### config.mk
export PLATFORM = sky130hd
export DESIGN_NAME = player_cmd_arbiter_flat
export DESIGN_NICKNAME = d
export VERILOG_FILES = /design/src/rtl/player_cmd_arbiter_pkg.sv /design/src/rtl/player_cmd_arbiter_if.sv /design/src/rtl/player_cmd_arbiter_rr_arbiter3.sv /design/src/rtl/player_cmd_arbiter.sv /design/src/flat_wrapper.sv
export SDC_FILE = /design/constraint.sdc
export NUM_CORES = 1
export LEC_CHECK = 0
export CAP_MARGIN = 5
export CORE_MARGIN = 3
export CORE_UTILIZATION = 42
export DETAILED_ROUTE_END_ITERATION = 6
export GPL_TIMING_DRIVEN = 0
export HOLD_SLACK_MARGIN = 0.06
export PLACE_DENSITY_LB_ADDON = 0.1
export SLEW_MARGIN = 20
export SYNTH_ARGS = -nofsm -noshare
export SYNTH_HDL_FRONTEND = slang
export SYNTH_SLANG_ARGS = --single-unit
### constraint.sdc
create_clock -name clk -period 8.8 [get_ports clk]
set_clock_uncertainty 0.1 [all_clocks]
set_input_delay 1.32 -clock clk [delete_from_list [all_inputs] [get_ports clk]]
set_output_delay 1.32 -clock clk [all_outputs]
set_load 0.02 [all_outputs]
### src/rtl/player_cmd_arbiter_pkg.sv
// Shared constants, FSM state type and small helpers for the player command arbiter.
package player_pkg;

  localparam int NUM_REQ = 3;

  localparam logic [3:0] OP_NOP     = 4'd0;
  localparam logic [3:0] OP_HEAL    = 4'd1;
  localparam logic [3:0] OP_DMG     = 4'd2;
  localparam logic [3:0] OP_ATK_ADD = 4'd3;
  localparam logic [3:0] OP_ATK_SET = 4'd4;
  localparam logic [3:0] OP_MOVE    = 4'd5;
  localparam logic [3:0] OP_HP_SET  = 4'd6;

  localparam logic [1:0] GRANT_NONE = 2'd3;

  typedef enum logic [1:0] {
    IDLE      = 2'd0,
    ISSUE     = 2'd1,
    MOVE_HOLD = 2'd2
  } state_e;

  // Addition modulo the requester count; both operands are in 0..2.
  function automatic logic [1:0] mod3_add(input logic [1:0] a, input logic [1:0] b);
    logic [2:0] s;
    s = {1'b0, a} + {1'b0, b};
    if (s >= 3'd3) s = s - 3'd3;
    return s[1:0];
  endfunction

endpackage

### src/rtl/player_cmd_arbiter_if.sv
// Requester handshake and player-datapath output bundle for player_cmd_arbiter.
interface player_cmd_arbiter_if;
  import player_pkg::*;

  logic [NUM_REQ-1:0]    req_valid;
  logic [16*NUM_REQ-1:0] req_instr;
  logic [NUM_REQ-1:0]    req_ready;
  logic [15:0]           instr_out;
  logic [1:0]            grant_id;
  logic                  drop_pulse;
  logic                  iframe_active;

  modport master (
    output req_valid, req_instr,
    input  req_ready, instr_out, grant_id, drop_pulse, iframe_active
  );

  modport slave (
    input  req_valid, req_instr,
    output req_ready, instr_out, grant_id, drop_pulse, iframe_active
  );

endinterface

### src/rtl/player_cmd_arbiter_rr_arbiter3.sv
// Three-way round-robin selector: first requester at or after ptr wins.
module rr_arbiter3
  import player_pkg::*;
(
  input  logic [2:0] req,
  input  logic [1:0] ptr,
  output logic [2:0] gnt,
  output logic [1:0] idx
);

  logic [2:0] rot;
  logic [1:0] base;
  logic [1:0] off;

  always_comb begin
    base = (ptr == 2'd3) ? 2'd0 : ptr;
    // rot[i] is the request at position base+i, so bit 0 has top priority
    case (base)
      2'd1:    rot = {req[0], req[2], req[1]};
      2'd2:    rot = {req[1], req[0], req[2]};
      default: rot = req;
    endcase

    if (rot[0])      off = 2'd0;
    else if (rot[1]) off = 2'd1;
    else             off = 2'd2;

    idx = GRANT_NONE;
    gnt = 3'b000;
    if (|rot) begin
      idx = mod3_add(base, off);
      gnt = 3'b001 << idx;
    end
  end

endmodule

### src/rtl/player_cmd_arbiter.sv
// Arbitrates three command requesters onto the player instruction bus.
// Optional damage-immunity counter is built when PLAYER_IFRAME_EN is defined.
module player_cmd_arbiter
  import player_pkg::*;
#(
  parameter int IFRAME_TICKS = 10
) (
  input  logic                 clk,
  input  logic                 rst_n,
  input  logic                 tick_10hz,
  player_cmd_arbiter_if.slave  bus
);

  state_e      state_q, state_d;
  logic [15:0] instr_q, instr_d;
  logic [1:0]  grant_q, grant_d;
  logic [1:0]  rr_ptr_q, rr_ptr_d;
  logic        drop_q, drop_d;

  logic [2:0]  arb_gnt;
  logic [1:0]  arb_idx;
  logic        accept;
  logic [15:0] sel_instr;
  logic [3:0]  sel_op;
  logic        iframe_block;

  rr_arbiter3 u_rr (
    .req (bus.req_valid),
    .ptr (rr_ptr_q),
    .gnt (arb_gnt),
    .idx (arb_idx)
  );

  always_comb begin
    case (arb_idx)
      2'd0:    sel_instr = bus.req_instr[15:0];
      2'd1:    sel_instr = bus.req_instr[31:16];
      2'd2:    sel_instr = bus.req_instr[47:32];
      default: sel_instr = 16'h0000;
    endcase
  end

  assign sel_op        = sel_instr[15:12];
  assign accept        = (state_q == IDLE) && rst_n && (|bus.req_valid);
  assign bus.req_ready = accept ? arb_gnt : 3'b000;

  always_comb begin
    state_d  = state_q;
    instr_d  = instr_q;
    grant_d  = grant_q;
    rr_ptr_d = rr_ptr_q;
    drop_d   = 1'b0;
    case (state_q)
      IDLE: begin
        instr_d = 16'h0000;
        grant_d = GRANT_NONE;
        if (accept) begin
          rr_ptr_d = mod3_add(arb_idx, 2'd1);
          case (sel_op)
            OP_MOVE: begin
              state_d = MOVE_HOLD;
              instr_d = sel_instr;
              grant_d = arb_idx;
            end
            OP_HEAL, OP_ATK_ADD, OP_ATK_SET, OP_HP_SET: begin
              state_d = ISSUE;
              instr_d = sel_instr;
              grant_d = arb_idx;
            end
            OP_DMG: begin
              if (iframe_block) begin
                drop_d = 1'b1;
              end else begin
                state_d = ISSUE;
                instr_d = sel_instr;
                grant_d = arb_idx;
              end
            end
            default: drop_d = 1'b1;
          endcase
        end
      end
      ISSUE: begin
        state_d = IDLE;
        instr_d = 16'h0000;
        grant_d = GRANT_NONE;
      end
      MOVE_HOLD: begin
        // A tick seen here ends the hold; the accept-cycle tick was in IDLE and is ignored
        if (tick_10hz) begin
          state_d = IDLE;
          instr_d = 16'h0000;
          grant_d = GRANT_NONE;
        end
      end
      default: begin
        state_d = IDLE;
        instr_d = 16'h0000;
        grant_d = GRANT_NONE;
      end
    endcase
  end

  always_ff @(posedge clk) begin
    if (!rst_n) begin
      state_q  <= IDLE;
      instr_q  <= 16'h0000;
      grant_q  <= GRANT_NONE;
      rr_ptr_q <= 2'd0;
      drop_q   <= 1'b0;
    end else begin
      state_q  <= state_d;
      instr_q  <= instr_d;
      grant_q  <= grant_d;
      rr_ptr_q <= rr_ptr_d;
      drop_q   <= drop_d;
    end
  end

`ifdef PLAYER_IFRAME_EN
  logic [7:0] iframe_q, iframe_d;
  logic       dmg_issue;

  assign dmg_issue = accept && (sel_op == OP_DMG) && !iframe_block;

  // An issued damage reloads the window even if a tick arrives in the same cycle
  always_comb begin
    iframe_d = iframe_q;
    if (dmg_issue)
      iframe_d = 8'(IFRAME_TICKS);
    else if (tick_10hz && (iframe_q != 8'd0))
      iframe_d = iframe_q - 8'd1;
  end

  always_ff @(posedge clk) begin
    if (!rst_n) iframe_q <= 8'd0;
    else        iframe_q <= iframe_d;
  end

  assign iframe_block      = (iframe_q != 8'd0);
  assign bus.iframe_active = iframe_block;
`else
  assign iframe_block      = 1'b0;
  assign bus.iframe_active = 1'b0;
`endif

  assign bus.instr_out  = instr_q;
  assign bus.grant_id   = grant_q;
  assign bus.drop_pulse = drop_q;

endmodule

### src/flat_wrapper.sv
// flat-port wrapper written by rule: the top's interface ports become plain ports
module player_cmd_arbiter_flat import player_pkg::*;
#(
  parameter int IFRAME_TICKS = 10
)
  (clk, rst_n, tick_10hz, bus_req_valid, bus_req_instr, bus_req_ready, bus_instr_out, bus_grant_id, bus_drop_pulse, bus_iframe_active);
  player_cmd_arbiter_if bus_i ();
  input  logic clk;
  input  logic rst_n;
  input  logic tick_10hz;
  input wire logic [$bits(bus_i.req_valid)-1:0] bus_req_valid;
  input wire logic [$bits(bus_i.req_instr)-1:0] bus_req_instr;
  output wire logic [$bits(bus_i.req_ready)-1:0] bus_req_ready;
  output wire logic [$bits(bus_i.instr_out)-1:0] bus_instr_out;
  output wire logic [$bits(bus_i.grant_id)-1:0] bus_grant_id;
  output wire logic [$bits(bus_i.drop_pulse)-1:0] bus_drop_pulse;
  output wire logic [$bits(bus_i.iframe_active)-1:0] bus_iframe_active;
  assign bus_i.req_valid = bus_req_valid;
  assign bus_i.req_instr = bus_req_instr;
  assign bus_req_ready = bus_i.req_ready;
  assign bus_instr_out = bus_i.instr_out;
  assign bus_grant_id = bus_i.grant_id;
  assign bus_drop_pulse = bus_i.drop_pulse;
  assign bus_iframe_active = bus_i.iframe_active;
  player_cmd_arbiter #(.IFRAME_TICKS(IFRAME_TICKS)) u_core (.clk(clk), .rst_n(rst_n), .tick_10hz(tick_10hz), .bus(bus_i));
endmodule
Word level (Yosys, flattened, before mapping)
Index checks and enable logic that the tools add are counted. W data, S select, Z words.

$add $sub $neg: 4. Multiply operators: 0. Div/mod/pow operators: 0. Magnitude comparators: 2. Equal/unequal tests: 15. Shift-type cells: 1. Mux-type cells: 24. Bitwise logic cells: 0. Reduce and logical (&&, ||, !) cells: 11.

Operator list (number): $mux W16 (3); $pmux W16 S3 (1); $pmux W16 S2 (1); $mux W2 (12); $eq A4 B3 Y1 const B (3); $pmux W2 S2 (3); $eq A2 B2 Y1 const B (4); $eq A4 B2 Y1 const B (2); $ge A3 B2 Y1 const B (2); $mux W3 (2); $pmux W3 S2 (1); $reduce_and A3 Y1 (2); $reduce_or A3 Y1 (2); $reduce_or A6 Y1 (1); $reduce_or A5 Y1 (1); $eq A2 B1 Y1 const B (2); $eq A4 B1 Y1 const B (1); $logic_not A2 Y1 (2); $sub A2 B2 Y2 const B (2); $add A2 B1 Y3 const B (1); $add A2 B2 Y3 (1); $ne A3 B3 Y1 const B (1); $shl A1 B2 Y3 const A (1); $logic_and A1 B1 Y1 (2); 4 further kinds (4).

Flip-flop bits (word level): 23. Latch bits: 0. RAM bits: 0. ROM bits: 0. Bits of input ports: 54. Output and inout port bits: 23. Logic and storage cells: 62. Memories: 0.

Depth between registers and ports, before layout
Gate-level depths: netlist (run 1).

Depth in word-level cells: 18. Gate-level depth with buffers: 23. Depth with buffers taken out: 21.

By module
Synthesis (run 1) repeated with hierarchy kept, for this count alone.

Cells, all modules: 150. Area total of the unflattened synthesis: 1403.8 µm².

By module, submodules not included: player_cmd_arbiter (instances 1, cells an instance 112, area each 1122.3 µm²); rr_arbiter3 (instances 1, cells an instance 38, area each 281.5 µm²).

Least setup slack after synthesis (run 1)
OpenSTA, ideal clock, no wires.

Path type: input -> output. From: in bus_req_valid[0]. To: out bus_req_ready[0]. Data arrival time: 3.750 ns. Data required time: 7.380 ns. Setup slack: 3.630 ns. Stages on the path: 14. Path buffers: 0. Cell sequence: nand2_1 -> a211oi_1 -> a31oi_1 -> o22ai_1 -> ha_1 -> inv_1 -> fa_1 -> inv_1 -> ha_1 -> and2b_1 -> o21ai_2 -> nor3_4 -> inv_2 -> nor3_1.

Longest elaborated chain between the ends: 10. Elaborated cells between the ends (all ways): 14.

RTL lines: start, declared (RTL line flat_wrapper.sv:11) `input wire logic [$bits(bus_i.req_valid)-1:0] bus_req_valid;`; $pmux W3 S2 (RTL line player_cmd_arbiter_rr_arbiter3.sv:18) `case (base)`; $mux W2 (RTL line player_cmd_arbiter_rr_arbiter3.sv:25) `else if (rot[1]) off = 2'd1;`; $mux W2 (RTL line player_cmd_arbiter_rr_arbiter3.sv:24) `if (rot[0]) off = 2'd0;`; $add A2 B2 Y3 (RTL line player_cmd_arbiter_pkg.sv:25) `s = {1'b0, a} + {1'b0, b};`; $ge A3 B2 Y1 / $sub A2 B2 Y2 (equally long branches) (RTL line player_cmd_arbiter_pkg.sv:26) `if (s >= 3'd3) s = s - 3'd3;`; $mux W2 (RTL line player_cmd_arbiter_pkg.sv:26); $mux W2 (RTL line player_cmd_arbiter_rr_arbiter3.sv:30) `if (|rot) begin`; $shl A1 B2 Y3 (RTL line player_cmd_arbiter_rr_arbiter3.sv:32) `gnt = 3'b001 << idx;`; $mux W3 (RTL line player_cmd_arbiter_rr_arbiter3.sv:30); $mux W3 * (RTL line player_cmd_arbiter.sv:45) `assign bus.req_ready = accept ? arb_gnt : 3'b000;`; end, declared (RTL line flat_wrapper.sv:13) `output wire logic [$bits(bus_i.req_ready)-1:0] bus_req_ready;`.

Every way passes the cells marked *; elsewhere a longest branch is shown, timed or not. The select of a mux whose other input is x is not followed.

Worst setup path in the final report (run 1)
From: in bus_req_valid[0]. To: out bus_req_ready[1].

Same word-level chain as after synthesis.

==> reports/qor.csv, run 1 <==
metric,value,unit
outcome,finished clean,
DRC,0,
n_diodes,0,
GP Congestion,0.905,
initial antenna violation count,0,
largest net degree at the start of global routing,15,
Slew headroom,59.8,%
worst-margin pin slew,0.597,ns
Syn Nets,224,
GRT Residual Overflow,0,
Sw Share,50.6,%
final period utilization,72.3,%
CTS tree,built,
min Tclk post-route,6.36,ns
count of final max-slew check failures,0,
"FF+latch count, synth",23,
CP Launch Type,input port,
num ports,77,
DR vias,1574,
Final ANT Viol Nets,0,
crit end category,primary output,
Die Area,0.00407,mm²
Core Rows,20,
unrepaired setup endpoints after global routing,false,
first-pass iteration count of the detailed router,4,
Layout area overhead,58.9,%
Setup TNS,0,ns
clock power share,5.3,%
Lkg Pwr,0.816,nW
CTS Buffer Depth,2,
Synth area leader,dfxtp_1,
maximum VDD drop,0.212,mV
list of most frequent post-synthesis cells,"dfxtp_1, nand3_1, a222oi_1, inv_1, o21ai_1",
final hold slack,0.370,ns
Root Buffer,clkbuf_4,
post-DP HPWL,3390,µm
"Cell Area, Synth",0.00140,mm²
1st-iter DRT viols,118,
max incr delay on CP,0.60,ns
total of cells resized after clock tree synthesis,0,
CP Max Fanout,7,
P per Cell Area,419,mW/mm²
CTS Hold Buffers Added,0,
Worst Path Arrival,4.94,ns
crit-path most repeated cell,inv_1,
H-tree lvl count,1,
share of the synthesized area in the top cell type,32.8,%
Vias/cell,5.56,
Worst path slowest cell,clkdlybuf4s50_1,
routed wire length,4200,µm
die width,63.8,µm
first-pass GRT wire length,7000,µm
synthesized area per cell,8.71,µm²
Crit Path Category,input port to primary output,
CTS Buf Count,3,
die height,63.8,µm
crit-path cells,clkdlybuf4s50_1 -> nand2_1 -> a211oi_1 -> a31oi_1 -> o22ai_1 -> ha_1 -> inv_1 -> fa_1 -> inv_1 -> ha_1 -> and2b_1 -> a2bb2oi_2 -> nor3_1 -> nand3_1 -> inv_1 -> clkdlybuf4s50_1,
layout cell share with drive strength beyond 1,7.53,%
clk slew on worst S/H paths,0.14,ns
"FFs w/ async S/R, synth",0,%
Worst Hold Class,flop to flop,
WL per Instance,14.8,µm
"Req. time, crit path",7.38,ns
max frequency,157,MHz
max cap viols,0,
CP bufs+invs,5,
Total GRT Usage,20.8,%
final hold viol count,0,
Final #Nets,303,
largest cells by area after synthesis,"dfxtp_1, a222oi_1, ha_1",
initial core utilization,44.8,%
# Post-CTS Setup Buffers,0,
sequential-to-total area share from yosys stat,32.8,%
Synth Warn #,0,
Logic pwr share,79.8,%
final setup fails,0,
Synth cell types,44,
clk_lat worst skew,0.32,ns
Internal Power,0.461,mW
Crit path max-delay family,buffers and inverters,
vias in the first global route,1589,
cell with the most instances after synthesis,dfxtp_1,
sw power,0.473,mW
Cells after Synth,161,
Core Area,0.00313,mm²
total power draw,0.934,mW
Most used DFF post-synth,dfxtp_1,
Sink Count,23,
Flop pwr share,14.9,%
"EDFF count, synth",0,
# port buffers,74,
==> cell type report <==
cell class              instances  area [µm²]
clock buffers                   3        22.5
fillers                       248         900
clock inverters                 1        7.51
multi-input cells             114         837
plain buffers                  11        56.3
flip-flops and latches         23         460
repair buffers                 74         741
well taps                      44        55.1
inverters                      13        48.8
==> cells in the final DEF, fill, tap and decap left out, drive strengths merged <==
master	n
a22o	1
conb	1
and3	2
ha	8
o32a	2
a22oi	3
o31a	1
nand3b	1
and2	2
nand4bb	1
nor4	1
o21ai	14
or4	1
a211oi	3
clkbuf	11
a2111oi	1
a2bb2oi	1
nand3	15
a21oi	3
clkdlybuf4s50	74
nor3	7
nand2	9
a222oi	12
o31ai	7
and2b	1
inv	13
a31oi	2
nor2b	1
buf	3
clkinvlp	1
o22ai	3
nor2	7
nand4b	1
dfxtp	23
nor3b	1
fa	1
a32oi	1
==> layer usage <==
layer	share of wire [%]	track usage, %	up-vias	wire, µm
met3	7.0	5.45	4	293
met1	41	25.2	730	1740
met5	0	0	-	0
met4	0.64	2.96	0	27
li1	-	-	782	-
met2	51	37.3	58	2140
==> worst register-to-register path, stage by stage, from the launching register on <==
cell	delay, ns
dfxtp_1	0.41
inv_1	0.07
ha_1	0.25
a211oi_1	0.28
a31oi_1	0.06
o22ai_1	0.17
ha_1	0.16
inv_1	0.04
fa_1	0.54
inv_1	0.06
ha_1	0.20
nor3b_1	0.25
a2bb2oi_2	0.34
nor3_1	0.14
inv_1	0.14
ha_1	0.15
clkbuf_1	0.31
a22oi_1	0.17
o31a_1	0.14
nand4bb_1	0.27
nand3b_4	0.20
buf_6	0.16
o21ai_1	0.08
==> logic make-up after synthesis <==
| logic type | count (synthesis) | synth area share [%] |
|---|---|---|
| flops | 23 | 32.8 |
| fa+ha+maj | 9 | 8.56 |
| other cells | 1 | 0.267 |
| compound gates | 54 | 30.2 |
| buf+inv | 24 | 7.49 |
| simple gates | 50 | 20.6 |
==> stage by stage <==
stage                     setup WS, ns  util (%)  std cells  instance area [µm²]
after floorplan                   3.63         -        161                 1400
after global placement            2.61      70.3        279                 2200
after detailed placement          2.48      70.3        279                 2200
after CTS                         2.48      71.2        283                 2230
after global routing              2.23      71.2        283                 2230
final                             2.44      71.2        283                 2230
==> worst paths after layout <==
path | from | end | slack [ns] | cells past startpoint
hold reg to reg | u_core.bus.instr_out[0] | u_core.bus.instr_out[0] | 0.37 | 2
setup reg to reg | u_core.rr_ptr_q[1] | u_core.bus.instr_out[9] | 3.98 | 22
setup / recovery | bus_req_valid[0] | bus_req_ready[1] | 2.44 | 16
hold / removal | u_core.bus.instr_out[0] | u_core.bus.instr_out[0] | 0.37 | 2
==> flip-flops by register name, indices dropped and copies added, names as in the netlist <==
signal / count
u_core.bus.drop_pulse: 1
u_core.bus.grant_id: 2
u_core.bus.instr_out: 16
u_core.rr_ptr_q: 2
u_core.state_q: 2
==> power by group through the flow <==
stage / logic, mW / clock network (mW) / registers, mW
after global routing: 0.825 / 0.0559 / 0.142
after CTS: 0.747 / 0.0504 / 0.139
after floorplan: 0.539 / 0 / 0.155
final: 0.745 / 0.0499 / 0.139
after global placement: 0.721 / 0 / 0.140
after detailed placement: 0.744 / 0 / 0.141
Power figures use the tool's default switching activity.
==> run 2, diff against run 1 <==
--- a/config.mk
+++ b/config.mk
@@ -7,7 +7,7 @@
 export LEC_CHECK = 0
 export CAP_MARGIN = 5
 export CORE_MARGIN = 3
-export CORE_UTILIZATION = 42
+export CORE_UTILIZATION = 35
 export DETAILED_ROUTE_END_ITERATION = 6
 export GPL_TIMING_DRIVEN = 0
 export HOLD_SLACK_MARGIN = 0.06
==> constraint.sdc (replaced) <==
create_clock -name clk -period 5.09 [get_ports clk]
set_clock_uncertainty 0.1 [all_clocks]
set_input_delay 0.7635 -clock clk [delete_from_list [all_inputs] [get_ports clk]]
set_output_delay 0.7635 -clock clk [all_outputs]
set_load 0.02 [all_outputs]
==> run 2 against run 1 <==
  * Count of clock-buffer cells in the layout grew 1
  * Design area rose by 2.1%
  * Register-to-register slack worse by 3.2 ns
  * Clock power is 120% higher
  * Final cell count up 1.1%
  * Sequential power up 71%
  * Utilization is 11 points lower
  * Critical path depth stayed put
  * Global-route usage down 4.2 points
  * Largest cell class unchanged
==> reports/qor.csv, run 2 (synthesized netlist as in run 1, its figures left out) <==
metric,value,unit
initial core utilization,37.2,%
Vias/cell,5.34,
layout cell share with drive strength beyond 1,8.82,%
GP Congestion,0.771,
final period utilization,95.0,%
Lkg Pwr,0.866,nW
total power draw,1.71,mW
most frequent cells in the layout,"clkdlybuf4s50_1, dfxtp_1, nand3_1",
max reg flops,16,
first-pass iteration count of the detailed router,4,
min Tclk post-route,4.84,ns
Final ANT Viol Nets,0,
final setup fails,0,
num ports,77,
fin area,0.00227,mm²
Core Area,0.00377,mm²
CTS Buf Count,3,
Worst Hold Class,flop to flop,
n_diodes,0,
largest net degree at the start of global routing,13,
CTS Hold Buffers Added,0,
CTS tree,built,
final hold slack,0.365,ns
Reg area,460,µm²
crit end category,primary output,
vias in the first global route,1484,
final worst slack,0.253,ns
die height,69.3,µm
initial antenna violation count,0,
CP Launch Type,input port,
Total GRT Usage,16.6,%
Sink Count,23,
Die Area,0.00480,mm²
"Req. time, crit path",4.23,ns
outcome,finished clean,
Final #Nets,302,
Setup TNS,0,ns
FILL cells,360,
clk slew on worst S/H paths,0.08,ns
Root Buffer,clkbuf_8,
H-tree lvl count,1,
maximum VDD drop,0.360,mV
max cap viols,0,
clk_lat worst skew,0.26,ns
CP Max Fanout,8,
DRC,0,
WL per Instance,14.0,µm
Layout Cells excl Fill,286,
final hold viol count,0,
unrepaired setup endpoints after global routing,false,
# port buffers,74,
GRT Residual Overflow,0,
Slew headroom,64.9,%
count of final max-slew check failures,0,
Core Rows,22,
Cells after DPL,283,
post-layout util,60.3,%
"most common cell after layout, fill and taps aside",clkdlybuf4s50_1,
Crit Path Category,input port to primary output,
Worst Path Arrival,3.97,ns
die width,69.3,µm
post-DP HPWL,3210,µm
Place WS,-0.351,ns
first-pass GRT wire length,6900,µm
routed wire length,4000,µm
1st-iter DRT viols,85,
multi-input combinational cell area,860,µm²
max frequency,207,MHz
Layout area overhead,62.2,%
Area after DPL,0.00220,mm²
DR vias,1526,
worst-margin pin slew,0.522,ns
CTS Buffer Depth,2,
P per Cell Area,750,mW/mm²
==> run 2: cell types whose count changed in the layout (fill, tap and decap cells not counted), sizes merged <==
cell | previous run | this run
clkdlybuf4s50 | 74 | 71
dlymetal6s2s | 0 | 2
buf | 3 | 4
clkbuf | 11 | 10
clkinvlp | 1 | 0
dlygate4sd2 | 0 | 1
==> run 2: critical path: stages <==
cell and delay, ns:
clkdlybuf4s50_1 0.57, nand2_1 0.07, a211oi_1 0.21, a31oi_1 0.06, o22ai_1 0.16, ha_1 0.16, inv_1 0.04, fa_1 0.53
inv_1 0.06, ha_1 0.19, and2b_1 0.24, o21ai_2 0.09, nor3_4 0.17, inv_2 0.12, nor3_1 0.18, dlygate4sd2_1 0.35
==> run 2: repair_timing <==
item                                    in CTS  in global routing
pin swaps                                    1                  1
endpoints found under the setup margin      14                 19
resized for setup                            2                  5
setup buffers                                1                  0
==> run 2: worst paths after layout <==
path | startpoint | to | slack [ns] | depth (start not counted)
hold reg to reg | u_core.bus.instr_out[0] | u_core.bus.instr_out[0] | 0.36 | 2
setup reg to reg | u_core.rr_ptr_q[1] | u_core.state_q[1] | 0.78 | 21
setup / recovery | bus_req_valid[0] | bus_req_ready[0] | 0.25 | 16
hold / removal | u_core.bus.instr_out[0] | u_core.bus.instr_out[0] | 0.36 | 2
==> run 2: layout make-up <==
type                       count  area share [%]
multi-input combinational    114            37.8
tap                           48            2.64
inverter                      13            2.15
clock buffer                   4            1.98
timing repair buffer          75            33.1
sequential                    23            20.2
buffer                         9            2.15
==> run 2: report_power, final <==
group          switching, mW  total (mW)  leakage [nW]  internal, mW
sequential            0.0177       0.238         0.187         0.220
combinational          0.766        1.36         0.657         0.590
clock                 0.0561       0.112        0.0228        0.0558
==> run 2: metal layers <==
layer / global-route usage, % / part of all wire [%] / vias to the layer above
met3: 4.93 / 5.3 / 2
li1: - / - / 773
met2: 26.7 / 47 / 36
met4: 1.30 / 0.32 / 0
met1: 22.8 / 48 / 715
met5: 0 / 0 / -
==> run 3, diff against run 2 <==
--- a/config.mk
+++ b/config.mk
@@ -16,3 +16,4 @@
 export SYNTH_ARGS = -nofsm -noshare
 export SYNTH_HDL_FRONTEND = slang
 export SYNTH_SLANG_ARGS = --single-unit
+export TNS_END_PERCENT = 1
==> run 3 against run 2 <==
  * Via count up 2.2%
  * Combinational power about the same
  * Die area unchanged
  * Routed wire length up 0.77%
  * Register-to-register slack worse by 0.04 ns
  * Global-route usage about the same
  * Design area down 0.16%
  * Non-clock buffer count up 2
  * First-iteration DRC count up 27%
  * Hold slack worse by 0.00057 ns
  * Largest cell class unchanged
  * Largest power group unchanged
==> reports/qor.csv, run 3 (synthesized netlist as in run 1, its figures left out) <==
metric,value,unit
"most common cell after layout, fill and taps aside",clkdlybuf4s50_1,
crit-path cells,clkdlybuf4s50_1 -> nand2_1 -> a211oi_1 -> a31oi_1 -> o22ai_1 -> ha_1 -> inv_1 -> fa_1 -> inv_1 -> ha_1 -> and2b_1 -> o21ai_2 -> nor3_4 -> inv_2 -> nor3_1 -> dlygate4sd2_1,
num ports,77,
CTS Buf Count,3,
CTS Buffer Depth,2,
Layout area overhead,61.9,%
Final ANT Viol Nets,0,
Die Area,0.00480,mm²
initial core utilization,37.2,%
Lkg Pwr,0.863,nW
CP bufs+invs,5,
clk_lat worst skew,0.26,ns
CTS Hold Buffers Added,0,
Crit path max-delay family,buffers and inverters,
die height,69.3,µm
unrepaired setup endpoints after global routing,true,
die width,69.3,µm
Worst Hold Class,flop to flop,
maximum VDD drop,0.329,mV
outcome,finished clean,
GP Congestion,0.771,
n_diodes,0,
final hold slack,0.364,ns
Crit Path Category,input port to primary output,
initial antenna violation count,0,
Worst Path Arrival,3.97,ns
# port buffers,74,
min Tclk post-route,4.84,ns
largest net degree at the start of global routing,13,
count of final max-slew check failures,0,
Core Rows,22,
WL per Instance,14.0,µm
crit end category,primary output,
Flop pwr share,14.0,%
CP Launch Type,input port,
P per Cell Area,748,mW/mm²
most frequent cells in the layout,"clkdlybuf4s50_1, dfxtp_1, nand3_1",
first-pass iteration count of the detailed router,5,
final setup fails,0,
1st-iter DRT viols,108,
Logic pwr share,79.4,%
Internal Power,0.873,mW
max incr delay on CP,0.57,ns
clock power share,6.6,%
Core Area,0.00377,mm²
H-tree lvl count,1,
routed wire length,4030,µm
GRT Residual Overflow,0,
Sw Share,48.6,%
Sink Count,23,
first-pass GRT wire length,6870,µm
Root Buffer,clkbuf_8,
Vias/cell,5.42,
final hold viol count,0,
Slew headroom,64.9,%
layout cell share with drive strength beyond 1,9.17,%
"Req. time, crit path",4.23,ns
sw power,0.824,mW
Worst path slowest cell,clkdlybuf4s50_1,
max frequency,207,MHz
max cap viols,0,
CP Max Fanout,8,
final period utilization,95.0,%
FILL cells,355,
max reg flops,16,
clk slew on worst S/H paths,0.08,ns
post-DP HPWL,3210,µm
DRC,0,
Total GRT Usage,16.6,%
CTS tree,built,
total power draw,1.70,mW
post-layout util,60.2,%
Final #Nets,304,
worst-margin pin slew,0.522,ns
DR vias,1560,
vias in the first global route,1486,
-- run 3: changes by cell type in the layout (fill, tap and decap cells not counted), sizes merged --
cell / before / now
buf: 4 / 6
dlymetal6s2s: 2 / 1
dlygate4sd2: 1 / 2
-- run 3: timing repair --
action,in CTS,in global routing
gates cloned,0,0
buffers inserted,0,3
resized for setup,3,2
endpoints found under the setup margin,14,20
endpoints found under the hold margin,0,0
pin swaps,0,2
-- run 3: power by group through the flow --
stage                     Combinational, mW  Sequential, mW  Clock, mW
after CTS                              1.30           0.238      0.115
after detailed placement               1.29           0.242          0
after global placement                 1.29           0.242          0
after global routing                   1.47           0.244      0.122
final                                  1.35           0.238      0.112
after floorplan                       0.932           0.268          0
-- run 3: layout make-up --
cell class                 instances  area (µm²)  share of cell area, %
timing repair buffer              77         763                   33.6
clock buffer                       4        45.0                   1.98
tap                               48        60.1                   2.64
inverter                          13        48.8                   2.15
multi-input combinational        114         845                   37.2
buffer                             9        48.8                   2.15
sequential                        23         460                   20.3
-- run 3: metal layers --
metal	up-vias	part of all wire (%)	GRT usage (%)
li1	778	-	-
met5	-	0	0
met4	0	0.67	1.95
met3	4	6.2	5.07
met2	52	46	26.3
met1	726	47	22.7
-- run 3: worst reg2reg max path: cells and delay by family (launching register included) --
kind                     cells  cell delay [ns]
AO/OA/AOI/OAI                8             1.58
adder cells (fa/ha/maj)      5             1.42
AND/OR/NAND/NOR              3             0.45
flip-flops                   1             0.38
buffers and inverters        4             0.34
-- run 3: final timing paths --
kind / startpoint / to / slack [ns] / cells after the start
setup / recovery: bus_req_valid[0] / bus_req_ready[0] / 0.25 / 16
hold / removal: u_core.bus.instr_out[13] / u_core.bus.instr_out[13] / 0.36 / 2
setup reg to reg: u_core.rr_ptr_q[1] / u_core.state_q[0] / 0.74 / 20
hold reg to reg: u_core.bus.instr_out[13] / u_core.bus.instr_out[13] / 0.36 / 2
-- run 3: metrics by stage --
step	instances	instance area, µm²	setup TNS, ns	setup WS [ns]
after floorplan	161	1400	0	0.805
after global placement	283	2200	-3.06	-0.232
after detailed placement	283	2200	-5.34	-0.351
after CTS	286	2250	-0.0320	-0.0320
after global routing	288	2270	-0.00470	-0.00470
final	288	2270	0	0.254
